$ cat src/rtl/gfx256_rd_arbiter_if.sv
// Requester-side and wishbone-reader-side signals of the gfx256 read arbiter.
// master = arbiter view, slave = requesters plus reader view.
interface gfx256_rd_arbiter_if #(
  parameter int NREQ = 3,
  parameter int MDW  = 256,
  parameter int AW   = 32
);
  logic [NREQ-1:0]        req_i;
  logic [NREQ*AW-1:0]     addr_i;
  logic [NREQ*MDW/8-1:0]  sel_i;
  logic [NREQ-1:0]        ack_o;
  logic [MDW-1:0]         data_o;
  logic [NREQ-1:0]        busy_o;
  logic                   m_request_o;
  logic [AW-1:0]          m_addr_o;
  logic [MDW/8-1:0]       m_sel_o;
  logic                   m_ack_i;
  logic [MDW-1:0]         m_data_i;
  logic                   invalidate_i;

  modport master (
    input  req_i, addr_i, sel_i, m_ack_i, m_data_i, invalidate_i,
    output ack_o, data_o, busy_o, m_request_o, m_addr_o, m_sel_o
  );

  modport slave (
    output req_i, addr_i, sel_i, m_ack_i, m_data_i, invalidate_i,
    input  ack_o, data_o, busy_o, m_request_o, m_addr_o, m_sel_o
  );
endinterface

$ cat src/rtl/gfx256_rd_arbiter.sv
// Round-robin arbiter sharing one wishbone read port between NREQ requesters.
// Optional one-line read buffer: define GFX_RD_ARB_LINE_BUF_EN.
module gfx256_rd_arbiter #(
  parameter int NREQ = 3,
  parameter int MDW  = 256,
  parameter int AW   = 32
) (
  input  logic                clk_i,
  input  logic                rst_i,
  gfx256_rd_arbiter_if.master bus
);
  localparam int SW   = MDW / 8;
  localparam int GW   = (NREQ > 1) ? $clog2(NREQ) : 1;
  localparam int OFFW = $clog2(SW);
  localparam logic [GW-1:0] LAST_RST = GW'(NREQ - 1);

  typedef enum logic [1:0] {
    ST_IDLE = 2'd0,
    ST_READ = 2'd1,
    ST_DONE = 2'd2
  } state_t;

  state_t          state_r, state_nxt_s;
  logic [GW-1:0]   grant_r, last_r, winner_s;
  logic [GW:0]     sum_s, cand_s;
  logic            found_s, line_hit_s;
  logic            issue_s, hit_s, finish_s;
  logic [AW-1:0]   win_addr_s;
  logic [SW-1:0]   win_sel_s;
  logic [MDW-1:0]  hit_data_s;

  logic [NREQ-1:0] ack_r;
  logic [MDW-1:0]  data_r;
  logic            m_request_r;
  logic [AW-1:0]   m_addr_r;
  logic [SW-1:0]   m_sel_r;

  function automatic logic [NREQ-1:0] onehot(input logic [GW-1:0] idx);
    onehot = {{(NREQ-1){1'b0}}, 1'b1} << idx;
  endfunction

  // Rotating priority search starting just after the last served port.
  always_comb begin
    found_s  = 1'b0;
    winner_s = '0;
    sum_s    = '0;
    cand_s   = '0;
    // Walk offsets from farthest to nearest so the nearest requester wins.
    for (int i = NREQ - 1; i >= 0; i--) begin
      sum_s    = {1'b0, last_r} + (GW+1)'(i + 1);
      cand_s   = (sum_s >= (GW+1)'(NREQ)) ? (sum_s - (GW+1)'(NREQ)) : sum_s;
      winner_s = bus.req_i[cand_s[GW-1:0]] ? cand_s[GW-1:0] : winner_s;
      found_s  = found_s | bus.req_i[cand_s[GW-1:0]];
    end
  end

  assign win_addr_s = bus.addr_i[winner_s*AW +: AW];
  assign win_sel_s  = bus.sel_i[winner_s*SW +: SW];

`ifdef GFX_RD_ARB_LINE_BUF_EN
  logic [AW-OFFW-1:0] lb_tag_r;
  logic [MDW-1:0]     lb_data_r;
  logic               lb_valid_r;

  assign line_hit_s = lb_valid_r & ~bus.invalidate_i
                    & (lb_tag_r == win_addr_s[AW-1:OFFW]);
  assign hit_data_s = lb_data_r;

  // Line buffer: filled by every completed read, invalidate wins over fill.
  always_ff @(posedge clk_i or posedge rst_i) begin
    if (rst_i) begin
      lb_tag_r   <= '0;
      lb_data_r  <= '0;
      lb_valid_r <= 1'b0;
    end else begin
      if (finish_s) begin
        lb_tag_r  <= m_addr_r[AW-1:OFFW];
        lb_data_r <= bus.m_data_i;
      end
      if (bus.invalidate_i) begin
        lb_valid_r <= 1'b0;
      end else if (finish_s) begin
        lb_valid_r <= 1'b1;
      end
    end
  end
`else
  logic unused_invalidate_s;
  assign unused_invalidate_s = bus.invalidate_i;
  assign line_hit_s          = 1'b0;
  assign hit_data_s          = '0;
`endif

  // FSM state register.
  always_ff @(posedge clk_i or posedge rst_i) begin
    if (rst_i) begin
      state_r <= ST_IDLE;
    end else begin
      state_r <= state_nxt_s;
    end
  end

  // Next-state and transaction strobes.
  always_comb begin
    state_nxt_s = state_r;
    issue_s     = 1'b0;
    hit_s       = 1'b0;
    finish_s    = 1'b0;
    case (state_r)
      ST_IDLE: begin
        if (found_s && line_hit_s) begin
          hit_s       = 1'b1;
          state_nxt_s = ST_DONE;
        end else if (found_s) begin
          issue_s     = 1'b1;
          state_nxt_s = ST_READ;
        end else begin
          state_nxt_s = ST_IDLE;
        end
      end
      ST_READ: begin
        if (bus.m_ack_i) begin
          finish_s    = 1'b1;
          state_nxt_s = ST_DONE;
        end else begin
          state_nxt_s = ST_READ;
        end
      end
      // Dead cycle lets the requester drop req_i after its ack.
      ST_DONE: state_nxt_s = ST_IDLE;
      default: state_nxt_s = ST_IDLE;
    endcase
  end

  // Request latch, grant/pointer bookkeeping and read-data return.
  always_ff @(posedge clk_i or posedge rst_i) begin
    if (rst_i) begin
      ack_r       <= '0;
      data_r      <= '0;
      m_request_r <= 1'b0;
      m_addr_r    <= '0;
      m_sel_r     <= '1;
      grant_r     <= '0;
      last_r      <= LAST_RST;
    end else begin
      ack_r <= '0;
      if (issue_s) begin
        m_request_r <= 1'b1;
        m_addr_r    <= win_addr_s;
        m_sel_r     <= win_sel_s;
        grant_r     <= winner_s;
      end else if (hit_s) begin
        ack_r   <= onehot(winner_s);
        data_r  <= hit_data_s;
        grant_r <= winner_s;
        last_r  <= winner_s;
      end else if (finish_s) begin
        m_request_r <= 1'b0;
        ack_r       <= onehot(grant_r);
        data_r      <= bus.m_data_i;
        last_r      <= grant_r;
      end
    end
  end

  assign bus.ack_o       = ack_r;
  assign bus.data_o      = data_r;
  assign bus.m_request_o = m_request_r;
  assign bus.m_addr_o    = m_addr_r;
  assign bus.m_sel_o     = m_sel_r;

  for (genvar k = 0; k < NREQ; k++) begin : g_busy
    assign bus.busy_o[k] = (state_r != ST_IDLE) && (grant_r != GW'(k));
  end
endmodule
$ cat src/flat_wrapper.sv
// flat-port wrapper written by rule: the top's interface ports become plain ports
module gfx256_rd_arbiter_flat 
#(
  parameter int NREQ = 3,
  parameter int MDW  = 256,
  parameter int AW   = 32
)
  (clk_i, rst_i, bus_req_i, bus_addr_i, bus_sel_i, bus_m_ack_i, bus_m_data_i, bus_invalidate_i, bus_ack_o, bus_data_o, bus_busy_o, bus_m_request_o, bus_m_addr_o, bus_m_sel_o);
  gfx256_rd_arbiter_if #(.NREQ(NREQ), .MDW(MDW), .AW(AW)) bus_i ();
  input  logic clk_i;
  input  logic rst_i;
  input wire logic [$bits(bus_i.req_i)-1:0] bus_req_i;
  input wire logic [$bits(bus_i.addr_i)-1:0] bus_addr_i;
  input wire logic [$bits(bus_i.sel_i)-1:0] bus_sel_i;
  input wire logic [$bits(bus_i.m_ack_i)-1:0] bus_m_ack_i;
  input wire logic [$bits(bus_i.m_data_i)-1:0] bus_m_data_i;
  input wire logic [$bits(bus_i.invalidate_i)-1:0] bus_invalidate_i;
  output wire logic [$bits(bus_i.ack_o)-1:0] bus_ack_o;
  output wire logic [$bits(bus_i.data_o)-1:0] bus_data_o;
  output wire logic [$bits(bus_i.busy_o)-1:0] bus_busy_o;
  output wire logic [$bits(bus_i.m_request_o)-1:0] bus_m_request_o;
  output wire logic [$bits(bus_i.m_addr_o)-1:0] bus_m_addr_o;
  output wire logic [$bits(bus_i.m_sel_o)-1:0] bus_m_sel_o;
  assign bus_i.req_i = bus_req_i;
  assign bus_i.addr_i = bus_addr_i;
  assign bus_i.sel_i = bus_sel_i;
  assign bus_i.m_ack_i = bus_m_ack_i;
  assign bus_i.m_data_i = bus_m_data_i;
  assign bus_i.invalidate_i = bus_invalidate_i;
  assign bus_ack_o = bus_i.ack_o;
  assign bus_data_o = bus_i.data_o;
  assign bus_busy_o = bus_i.busy_o;
  assign bus_m_request_o = bus_i.m_request_o;
  assign bus_m_addr_o = bus_i.m_addr_o;
  assign bus_m_sel_o = bus_i.m_sel_o;
  gfx256_rd_arbiter #(.NREQ(NREQ), .MDW(MDW), .AW(AW)) u_core (.clk_i(clk_i), .rst_i(rst_i), .bus(bus_i));
endmodule
$ cat config.mk
export PLATFORM = sky130hd
export DESIGN_NAME = gfx256_rd_arbiter_flat
export DESIGN_NICKNAME = d
export VERILOG_FILES = /design/src/rtl/gfx256_rd_arbiter_if.sv /design/src/rtl/gfx256_rd_arbiter.sv /design/src/flat_wrapper.sv
export SDC_FILE = /design/constraint.sdc
export NUM_CORES = 1
export LEC_CHECK = 0
export CAP_MARGIN = 10
export CORE_AREA = 5 5 301 303
export CTS_CLUSTER_SIZE = 12
export DETAILED_ROUTE_END_ITERATION = 8
export DIE_AREA = 0 0 306 308
export DONT_BUFFER_PORTS = 1
export GPL_TIMING_DRIVEN = 0
export PLACE_DENSITY_LB_ADDON = 0.15
export SYNTH_ARGS = -nofsm -noshare
export SYNTH_HDL_FRONTEND = slang
export SYNTH_SLANG_ARGS = --single-unit
$ cat constraint.sdc
create_clock -name clk_i -period 13.25 [get_ports clk_i]
set_input_delay 1.9875 -clock clk_i [delete_from_list [all_inputs] [get_ports clk_i]]
set_output_delay 1.9875 -clock clk_i [all_outputs]
set_load 0.05 [all_outputs]
==> results of run 1 <==
## cell families (layout without fill, tap and decap cells)
| kind of cell | after synthesis | count (layout) | share of synthesized area |
|---|---|---|---|
| AO/OA/AOI/OAI | 143 | 143 | 0.07368 |
| other | 0 | 3 | 0 |
| buffers and inverters | 102 | 183 | 0.03405 |
| adder cells (fa/ha/maj) | 3 | 3 | 0.002791 |
| AND/OR/NAND/NOR | 789 | 789 | 0.2223 |
| multiplexers | 67 | 67 | 0.05005 |
| flip-flops | 330 | 330 | 0.6171 |
## synthesized netlist by cell type, drive strengths merged (2+ instances only)
cell	count
inv	9
nor3	3
nand2	773
and3	2
buf	14
a21oi	4
dfstp	33
a32oi	64
nand3b	2
nand3	3
dfrtp	297
mux2i	65
o21ai	67
nor2	3
mux2	2
clkbuf	79
ha	3
## final timing paths
check,startpoint,slack [ns],endpoint
worst min-delay path,u_core.state_r[1],0.48,u_core.state_r[0]
worst max-delay path,u_core.state_r[0],8.38,bus_busy_o[0]
max in group asynchronous,rst_i,10.68,u_core.bus.m_sel_o[5]
min in group asynchronous,rst_i,1.24,u_core.bus.data_o[190]
worst min register to register,u_core.state_r[1],0.48,u_core.state_r[0]
worst max register to register,u_core.state_r[1],9.88,u_core.bus.data_o[12]
## final cells by class
class / instances / area, sq um / share of cell area
antenna: 3 / 7.507 / 0.0004575
buffer: 93 / 424.2 / 0.02585
clock buffer: 66 / 1241 / 0.07564
clock inverter: 11 / 151.4 / 0.009227
inverter: 9 / 41.29 / 0.002516
multi-input combinational: 1002 / 4692 / 0.2860
sequential: 330 / 8299 / 0.5058
tap: 1165 / 1458 / 0.08884
timing repair buffer: 4 / 93.84 / 0.005719
## layer usage
layer	part of all wire	up-vias
met4	0.036	2
li1	-	4738
met3	0.10	104
met2	0.52	525
met5	0.00022	-
met1	0.34	4976
## registers in the layout, summed over array words and instances (netlist names)
signal                  cells
u_core.bus.ack_o            3
u_core.bus.data_o         256
u_core.bus.m_addr_o        32
u_core.bus.m_request_o      1
u_core.bus.m_sel_o         32
u_core.grant_r              2
u_core.last_r               2
u_core.state_r              2
## power groups by stage
stage	registers, uW	clock network, uW	logic (uW)
after detailed placement	3670	0	1390
after global routing	3680	1250	1540
after floorplan	3430	0	989
after global placement	3680	0	1350
after CTS	3660	1210	1380
final	3630	1160	1340
## worst max-delay path, delay by kind of cell (launching register included)
family          cells  cell delay [ns]
simple gates        1             0.40
flops               1             0.42
buf+inv             2             1.08
compound gates      1             0.42
## through the flow
step	TNS [ns]	hold WS (ns)	total power (uW)	setup slack, ns	cell area (sq um)
floorplan	0	0.4398	4420	2.177	13450
global placement	-731.64	0.4736	5031	-2.545	14910
detailed placement	0	0.4788	5056	7.879	15010
CTS	0	0.4833	6251	8.281	16400
global route	0	0.5023	6471	8.268	16410
finish	0	0.4767	6127	8.382	16410
==> results_dict.tcl, run 1 <==
set metrics [dict create \
    slowest_stage "clkbuf_1" \
    die_h_microns 308 \
    clock_path_buffers 3 \
    ys_top_cells_by_area "dfrtp_1, nand2_1, dfstp_2" \
    run_status "completed" \
    min_path_cells 1 \
    crit_chain "nor2_1 > clkbuf_1 > buf_1 > a21oi_1" \
    fin_crit_sh 0.3674 \
    hpwl_microns 47000 \
    dieArea_sq_um 94250 \
    syn-mean-instance-area_sq_um 9.379 \
    rows 109 \
    slew_violations 0 \
    p_seq_frac 0.592 \
    async_flop_share 1.000 \
    ys_types 34 \
    port_buffers 0 \
    synth_top_area_cell "dfrtp_1" \
    slew_headroom 0.2144 \
    synth-seq-cells 330 \
    critPathCaptureType "output port" \
    tritoncts "done" \
    track_usage 0.1170 \
    dpl.cell_count 2603 \
    first_iter_violations 567 \
    synth_flop_cell "dfrtp_1" \
    syn_nets 1892 \
    post-cts-setup-buffers 0 \
    worstSetupPathType "reg2out" \
    final_nets 1940 \
    grt_max_degree 110 \
    ios 782 \
    drive_gt1_frac 0.07723 \
    cts_max_level 2 \
    hold_buffers 0 \
    synth.top_cell.area_share 0.5526 \
    syn_to_final_growth_pct 22.00 \
    core_sq_um 87690 \
    use_met2 0.2143 \
    period_minus_slack_ns 4.868 \
    grtUsageMet3 0.04848 \
    cts_resized 0 \
    grt_pass1_wl_microns 82390 \
    combPwrFrac 0.219 \
    synth_edf_count 0 \
    p_int_uw 2668 \
    vdd_drop_max_uv 129.1 \
    ant_nets 0 \
    clk_pin_slew_ns 0.05 \
    max_clock_freq_mhz 205.4 \
    crit_fanout 10 \
    tightest_slew_ns 1.182 \
    clkPwrFrac 0.189 \
    ys.warnings.count 0 \
    crit_required_ns 11.26 \
    synth_area_sq_um 13450 \
    grt_setup_unrepaired "no" \
    min_path_type "reg2reg" \
    p_sw_frac 0.5645 \
    cts_root_buffer "clkbuf_16" \
    fillerInstances 9806 \
    p_leak_uw 0.007689 \
    drc_errors 0 \
    vias 10345 \
    start_util 0.1534 \
    final_cell_mix "nand2_1, dfrtp_1, clkbuf_1" \
    fin_util 0.1871 \
    cap_violations 0 \
    hold_viol 0 \
    skew_ns 0.01162 \
    seq_area_frac_synth 0.6171 \
    crit_arrival_ns 2.88 \
    startpoint_type "flop" \
    switching_power_uw 3459 \
    grt.busiest_layer "met2" \
    cts.sinks 330 \
    via_per_inst 3.856 \
    grt_overflow 0 \
    reg2regPathDepth 7 \
    finalSetupViolations 0 \
    power_density_nw_per_um2 373.4 \
    cts_made_buffers 42 \
    met1_usage 0.1203 \
    gp_congestion 0.8508 \
    drt_wl_total_microns 59020 \
    final_common_cell "nand2_1" \
    detail_route.first_pass.iterations 4 \
    fin_cells 2683 \
    wl_per_cell_microns 22.00 \
    synth_cells 1434 \
    cp_slowest_stage_delay_ns 0.54 \
    die_w_microns 306 \
    grt_pass1_vias 11128 \
    antenna_found_initial 3 \
    clkLatencyLatePin_ns 0.56 \
]
Power figures use the tool's default switching activity.
==> run 2: changes to the inputs <==
- clock period: 13.25 -> 4.3 ns (I/O delays scaled with it)
==> results_dict.tcl, run 2 (synthesis gave the netlist of run 1 again) <==
set metrics [dict create \
    fin_util 0.1879 \
    port_buffers 0 \
    finalPower_uw 18870 \
    hpwl_microns 47860 \
    crit_required_ns 3.65 \
    crit_fanout 10 \
    clk_pin_slew_ns 0.06 \
    fin_area_sq_um 16480 \
    max_clock_freq_mhz 285.8 \
    worstSetupPathType "reg2out" \
    finalHoldWorstSlack_ns 0.05090 \
    fin_crit_sh 0.8138 \
    top_layer "met4" \
    power_density_nw_per_um2 1145 \
    detail_route.first_pass.iterations 5 \
    crit_arrival_ns 2.85 \
    clkLatencyLatePin_ns 0.57 \
    p_int_uw 8161 \
    p_leak_uw 0.007722 \
    cts_made_buffers 43 \
    grt_setup_unrepaired "no" \
    min_path_type "in2async" \
    final_common_cell "nand2_1" \
    drt_wl_total_microns 59740 \
    worst_r2r_endpoint "u_core.bus.data_o[12]" \
    clkPwrFrac 0.189 \
    hold_viol 0 \
    finalSetupViolations 0 \
    fin_cells 2690 \
    hold_buffers 0 \
    clock_path_buffers 3 \
    critPathCaptureType "output port" \
    cap_violations 0 \
    switching_power_uw 10710 \
    fillerInstances 9736 \
    first_iter_violations 435 \
    drive_gt1_frac 0.08081 \
    run_status "completed" \
    cts.sinks 330 \
    via_per_inst 3.857 \
    post-cts-setup-buffers 0 \
    ant_nets 0 \
    die_w_microns 306 \
    final_cell_mix "nand2_1, dfrtp_1, clkbuf_1" \
    gp_congestion 0.8346 \
    slew_headroom 0.1927 \
    reg2regPathDepth 7 \
    period_minus_slack_ns 3.500 \
    ff2ff_setup_slack_ns 0.91 \
    ios 782 \
    die_h_microns 308 \
    grt_overflow 0 \
    route.met3.wl_microns 6052 \
    drc_errors 0 \
    start_util 0.1534 \
    vias 10375 \
    final_nets 1946 \
    r2r_start "u_core.state_r[1]" \
    tritoncts "done" \
    route.met2.wl_microns 31600 \
    cts_resized 0 \
    cts_root_buffer "clkbuf_16" \
    tightest_slew_ns 1.215 \
    largest_register_ffs 256 \
    vdd_drop_max_uv 338.4 \
    rows 109 \
    antenna_found_initial 4 \
    grt_pass1_vias 11146 \
    slew_violations 0 \
    wl_per_cell_microns 22.21 \
    met1_length_microns 20510 \
    dieArea_sq_um 94250 \
    p_sw_frac 0.5675 \
    grt_pass1_wl_microns 83350 \
    dpl_cell_area_sq_um 15090 \
    dpl.cell_count 2608 \
    startpoint_type "flop" \
    combPwrFrac 0.218 \
    track_usage 0.1190 \
    grt_max_degree 40 \
    skew_ns 0.01855 \
    p_seq_frac 0.593 \
    core_sq_um 87690 \
    cts_max_level 2 \
    syn_to_final_growth_pct 22.50 \
]
-- run 2: changes by cell type in the layout (fill, tap and decap cells not counted), sizes merged --
| cell | change |
|---|---|
| bufinv | -2 |
| buf | +5 |
| inv | +1 |
| clkbuf | +3 |
-- run 2: layout make-up --
class / instances / area (sq um) / share of cell area
clock buffers: 69 / 1284 / 0.07792
inverters: 9 / 37.54 / 0.002278
repair buffers: 9 / 180.2 / 0.01094
well taps: 1165 / 1458 / 0.08847
plain buffers: 93 / 424.2 / 0.02574
multi-input cells: 1002 / 4692 / 0.2848
diodes: 3 / 7.507 / 0.0004557
clock inverters: 10 / 93.84 / 0.005696
flip-flops and latches: 330 / 8299 / 0.5037
-- run 2: power by group through the flow --
stage / clock [uW] / sequential [uW] / combinational [uW]
after CTS: 3730 / 11300 / 4270
after detailed placement: 0 / 11300 / 4280
after floorplan: 0 / 10600 / 3050
after global routing: 3830 / 11400 / 4740
after global placement: 0 / 11400 / 4170
final: 3560 / 11200 / 4120
-- run 2: worst max path at each step --
stage,end,start
floorplan,u_core.bus.ack_o[0],rst_i
global placement,u_core.bus.m_addr_o[9],rst_i
detailed placement,u_core.bus.data_o[10],bus_m_ack_i
CTS,u_core.bus.data_o[10],u_core.state_r[1]
global route,u_core.bus.data_o[8],u_core.state_r[1]
finish,bus_busy_o[2],u_core.state_r[1]
-- run 2: worst max-delay path, stage by stage (launching register included) --
cell and delay [ns]:
dfrtp_1 0.40, nor2_1 0.39, clkbuf_1 0.48, buf_1 0.56, a21oi_1 0.44
-- run 2: through the flow --
stage / setup WS, ns / TNS [ns]
after floorplan: -0.7247 / -215.24
after global placement: -3.160 / -961.63
after detailed placement: 0.1872 / 0
final: 0.8005 / 0
after global routing: 0.3687 / 0
after CTS: 0.3414 / 0
-- run 2: per-layer routing --
metal / track usage / vias up
met2: 0.2210 / 524
li1: - / 4751
met3: 0.04937 / 77
met5: 0 / -
met4: 0.03569 / 0
met1: 0.1222 / 5023
==> RTL edit 1 (settings of run 2) <==
`AW` is set to 32 in 3 places; all go to 16.
--- a/src/rtl/gfx256_rd_arbiter_if.sv
+++ b/src/rtl/gfx256_rd_arbiter_if.sv
@@ -5,3 +5,3 @@
   parameter int MDW  = 256,
-  parameter int AW   = 32
+  parameter int AW   = 16
 );
--- a/src/rtl/gfx256_rd_arbiter.sv
+++ b/src/rtl/gfx256_rd_arbiter.sv
@@ -5,3 +5,3 @@
   parameter int MDW  = 256,
-  parameter int AW   = 32
+  parameter int AW   = 16
 ) (
--- a/src/flat_wrapper.sv
+++ b/src/flat_wrapper.sv
@@ -5,3 +5,3 @@
   parameter int MDW  = 256,
-  parameter int AW   = 32
+  parameter int AW   = 16
 )
Ports: changed (resized bus_addr_i and bus_m_addr_o); port bits go from 782 to 718. The function was not compared with the original's and may differ.
==> RTL edit 1 against run 2 <==
- sequential cell count down 16
- wire length shrank 12%
- largest power group unchanged
- total power shrank 7.6%
- worst setup slack improved by 0.43 ns
- synthesized cell count decreased by 5.6%
- clock skew rose by 0.0031 ns
- sequential power fell by 5%
- non-clock buffer count down 14
- combinational power is 17% lower
- cell area down 5.8%
- area after synthesis is 6.8% lower
==> RTL edit 1: results (changes against run 2) <==
| Metric | Value |
|---|---|
| Dpl cell area | 0.0142 sq mm (-6.1%) |
| Non-clock buffer count | 88 (-14%) |
| Non-clk buf share | 0.0348 (-0.00184) |
| Clock network power | 0.00337 W (-5%) |
| Drt wl/cell | 20.2 microns (-9.0%) |
| Register area | 0.00790 sq mm (-4.8%) |
| Period utilization | 0.715 (-0.0990) |
| Met3 Use GR | 0.0499 (+0.000549) |
| Syn_nets | 1,764 (-6.8%) |
| Net switching fraction of the power | 0.563 (-0.00468) |
| Final GP Congestion | 0.806 (-3.4%) |
| Clock buf count | 63 (-8.7%) |
| Outcome | finished, final reports clean |
| Layout Cells excl Fill | 2,608 (-3.0%) |
| Rel. slew slack | 0.222 (+0.0292) |
| Met2 WL | 27,700 microns (-12%) |
| Seq/Total Area, Yosys | 0.630 (+0.0133) |
| Post-Place Setup Slack | 0.712 ns (+0.525 ns) |
| Placed Cells | 2,528 (-3.1%) |
| Synth top cells by count | 774 x nand2_1, 281 x dfrtp_1, 65 x clkbuf_1 |
| Reg2reg end | u_core.bus.data_o[20] |
| First-pass GRT wire length | 73,900 microns (-11%) |
| Top post-synthesis cells by area | dfrtp_1 56%, nand2_1 23%, dfstp_2 6.9% |
| Comb_multi_in | 954 (-4.8%) |
| Met1 Use GR | 0.104 (-0.0185) |
| Filler Cells Inserted | 9,804 (+0.70%) |
| WS Path Type | register to register |
| Worst-case clock buffer depth | 3 (unchanged) |
| Routed via count | 9,438 (-9.0%) |
| GRT Total Usage | 0.105 (-0.0142) |
| Combinational power share | 0.196 (-0.022) |
| Share of layout cells above drive strength 1 | 0.0827 (+0.00188) |
| Pre-antenna DRT Iters | 4 (-1) |
| DRT iter0 DRCs | 420 (-3.4%) |
| Reg2reg setup slack | 1.23 ns (+0.32 ns) |
| # diodes | 4 (+1) |
| Flop and latch count out of synthesis | 314 (-4.8%) |
| Inserted Clock Buffers | 41 (-4.7%) |
| Metal3 WL | 6160 microns (+1.8%) |
| Pwr per Cell Area | 1120 mW/mm^2 (-1.9%) |
| Area of the multi-input gates | 0.00425 sq mm (-9.4%) |
| Hold_ws | 0.182 ns (+0.131 ns) |
| Number of global-route vias before repair | 10,200 (-8.7%) |
| Syn_area_per_cell | 9.25 sq um (-1.3%) |
| Layout Skew | 0.0217 ns (+0.00313 ns) |
| Leakage | 7.58 nW (-1.8%) |
| Worst min path class | input port to register |
| Inverters | 8 (-1) |
| Clock network area share | 0.0852 (+0.00162) |
| HPWL Detailed | 42,000 microns (-12%) |
| Worst VDD drop | 0.000401 V (+18%) |
| M1 WL | 17,700 microns (-14%) |
| Core Util, Final | 0.177 (-0.0109) |
| Met2 usage in global routing | 0.196 (-0.0247) |
[RTL edit 1: cell count changes after synthesis, moves of 3 or more]
cell,change
a32oi_1,-64
o21ai_1,-29
a22oi_1,+48
dfrtp_1,-16
buf_6,-6
buf_4,+3
nand3_1,-3
o21ai_0,+17
mux2i_1,-16
clkbuf_1,-14
[RTL edit 1: repair_timing]
item,in CTS,in global routing
hold buffers,1,0
hold endpoints to repair,9,0
setup buffers,0,0
[RTL edit 1: cells by family after synthesis]
kind of cell / share of synthesized area
fa+ha+maj: 0.00300
simple gates: 0.239
mux: 0.0391
buf+inv: 0.0303
flops: 0.630
compound gates: 0.0585
[RTL edit 1: critical path, stage by stage, from the launching register on]
cell	delay, ns
dfrtp_1	0.39
nand3b_1	0.15
clkbuf_1	0.37
inv_2	0.35
clkbuf_2	0.60
clkbuf_1	0.75
nand2_1	0.23
nand2_1	0.11
==> RTL edit 2 (config.mk and constraints of run 2) <==
Without the edit above. Encoding of `state_t`: now one-hot (3 bits for 3 states).
--- a/src/rtl/gfx256_rd_arbiter.sv
+++ b/src/rtl/gfx256_rd_arbiter.sv
@@ -16,6 +16,6 @@
 
-  typedef enum logic [1:0] {
-    ST_IDLE = 2'd0,
-    ST_READ = 2'd1,
-    ST_DONE = 2'd2
+  typedef enum logic [2:0] {
+    ST_IDLE = 3'b001,
+    ST_READ = 3'b010,
+    ST_DONE = 3'b100
   } state_t;
Function: no difference found for any inputs over 4 cycles, from zero or initial values and one cycle with rst_i high; so few cycles prove little.
==> RTL edit 2 against run 2 <==
- sequential share of layout area shrank 3.3 points
- cell count up 8.1%
- count of clock-buffer cells in the layout is 5 lower
- wire length is 9.2% higher
- total power is 3.0% higher
- sequential cell count increased by 1
- die area unchanged
- area after synthesis up 8.3%
- worst setup slack better by 0.26 ns
- cell area is 7.4% higher
- highest routed layer unchanged
==> RTL edit 2: results (changes against run 2) <==
| Metric | Value |
|---|---|
| Number of global-route vias before repair | 12,500 (+12%) |
| Yosys Warn Count | 0 (unchanged) |
| Multiplexer share of the synthesized area | 0.0454 (-0.00461) |
| Pre-antenna DRT Iters | 7 (+2) |
| Clk slew on worst S/H paths | 0.06 ns (about the same) |
| Inserted Clock Buffers | 43 (unchanged) |
| Crit-path slowest cell | clkbuf_1 |
| Clock Latency Late Sink | 0.57 ns (about the same) |
| CP Launch Point | u_core.last_r[1] |
| Layout Cells excl Fill | 2,909 (+8.1%) |
| Root buf cell | clkbuf_16 |
| Via density | 4.00 (+3.8%) |
| Worst reg2reg path depth | 10 (+3) |
| Syn_nets | 2,105 (+11%) |
| Hold buffers post-CTS | 1 (+1) |
| Setup bufs post-CTS | 0 (unchanged) |
| Number of flops mapped to enable cells by yosys | 0 (unchanged) |
| Pin count of the biggest net entering global routing | 41 (+2.5%) |
| Hold Violations, Final | 0 (unchanged) |
| Worst Setup EP | u_core.bus.m_sel_o[21] |
| Reg2reg setup slack | 1.06 ns (+0.15 ns) |
| DRT iter0 DRCs | 689 (+58%) |
| Layout Nets | 2,160 (+11%) |
| Count of input and output buffers | 0 (unchanged) |
| Leakage | 8.49 nW (+10%) |
| Complex-gate fraction of the synthesized area | 0.109 (+0.0352) |
| Hold wc startpoint | bus_m_data_i[147] |
| Drt wl/cell | 22.4 microns (+1.0%) |
| Post-Syn Instances | 1,647 (+15%) |
| HPWL Detailed | 53,000 microns (+11%) |
| Fraction of the mapped netlist area in adder cells | 0.00258 (-0.000214) |
| Antenna violations before repair | 13 (+9) |
| Seq/Total Area, Yosys | 0.572 (-0.0455) |
| Synth async-reset ratio | 1.00 (unchanged) |
| GRT Total Usage | 0.131 (+0.0119) |
| First-pass GRT wire length | 92,400 microns (+11%) |
| Placed Cells | 2,821 (+8.2%) |
| Max reg flops | 256 (unchanged) |
| Layout Skew | 0.0209 ns (+0.00235 ns) |
| Crit path DAT | 3.71 ns (+0.86 ns) |
| Top post-synthesis cells by area | dfrtp_1 51%, nand2_1 22%, o21bai_1 6.6% |
| Hold_ws | 0.168 ns (+0.117 ns) |
| Yosys cell types | 30 (-12%) |
| Worst VDD drop | 0.000351 V (+3.6%) |
| Outcome | finished, final reports clean |
| Final GP Congestion | 0.842 (+0.89%) |
| Critical path peak fanout | 10 (unchanged) |
| Synth top cells by count | 837 x nand2_1, 297 x dfrtp_1, 128 x o21bai_1 |
| Main flop type after synthesis | dfrtp_1 |
| Rel. slew slack | 0.176 (-0.0164) |
| Worst min path class | input port to register |
| Share of layout cells above drive strength 1 | 0.0853 (+0.00449) |
RTL edit 2: changes by cell type after synthesis, sizes merged, moves of 3 or more:
| cell | run 2 | this run |
|---|---|---|
| o21bai | 0 | 128 |
| a32oi | 64 | 0 |
| nand2 | 773 | 837 |
| o31ai | 0 | 64 |
| nor2 | 3 | 66 |
| o21ai | 67 | 6 |
| buf | 14 | 33 |
| nand3 | 3 | 0 |
RTL edit 2: routing by layer:
| metal | vias up | share of wire | track usage |
|---|---|---|---|
| li1 | 5387 | - | - |
| met1 | 5621 | 0.35 | 0.137 |
| met2 | 527 | 0.51 | 0.237 |
| met3 | 109 | 0.096 | 0.0540 |
| met4 | 0 | 0.036 | 0.0460 |
| met5 | - | 0 | 0 |
RTL edit 2: power breakdown:
group | total [W] | internal, W | switching, W
clock | 0.00370 | 0.00222 | 0.00148
combinational | 0.00481 | 0.00159 | 0.00323
sequential | 0.0109 | 0.00461 | 0.00630
RTL edit 2: cell type report:
type,count,area (sq um)
clock inverters,14,189
repair buffers,10,190
plain buffers,113,464
inverters,9,37.5
diodes,9,22.5
fillers,9752,70000
clock buffers,64,1260
well taps,1165,1460
flip-flops and latches,331,8330
multi-input cells,1194,5740
RTL edit 2: metrics by stage:
stage	utilization	area (sq um)	power, W	setup WS [ns]	setup TNS [ns]
global placement	0.183	16000	0.0159	-3.12	-943.33
finish	0.202	17700	0.0194	1.06	0
CTS	0.202	17700	0.0198	0.742	0
floorplan	-	14600	0.0138	-0.738	-219.16
global route	0.202	17700	0.0206	0.656	0
detailed placement	0.185	16200	0.0160	0.809	0
RTL edit 2: kinds of logic after synthesis:
logic type	Yosys count
simple gates	914
compound gates	211
fa+ha+maj	3
mux	66
flops	331
buf+inv	122
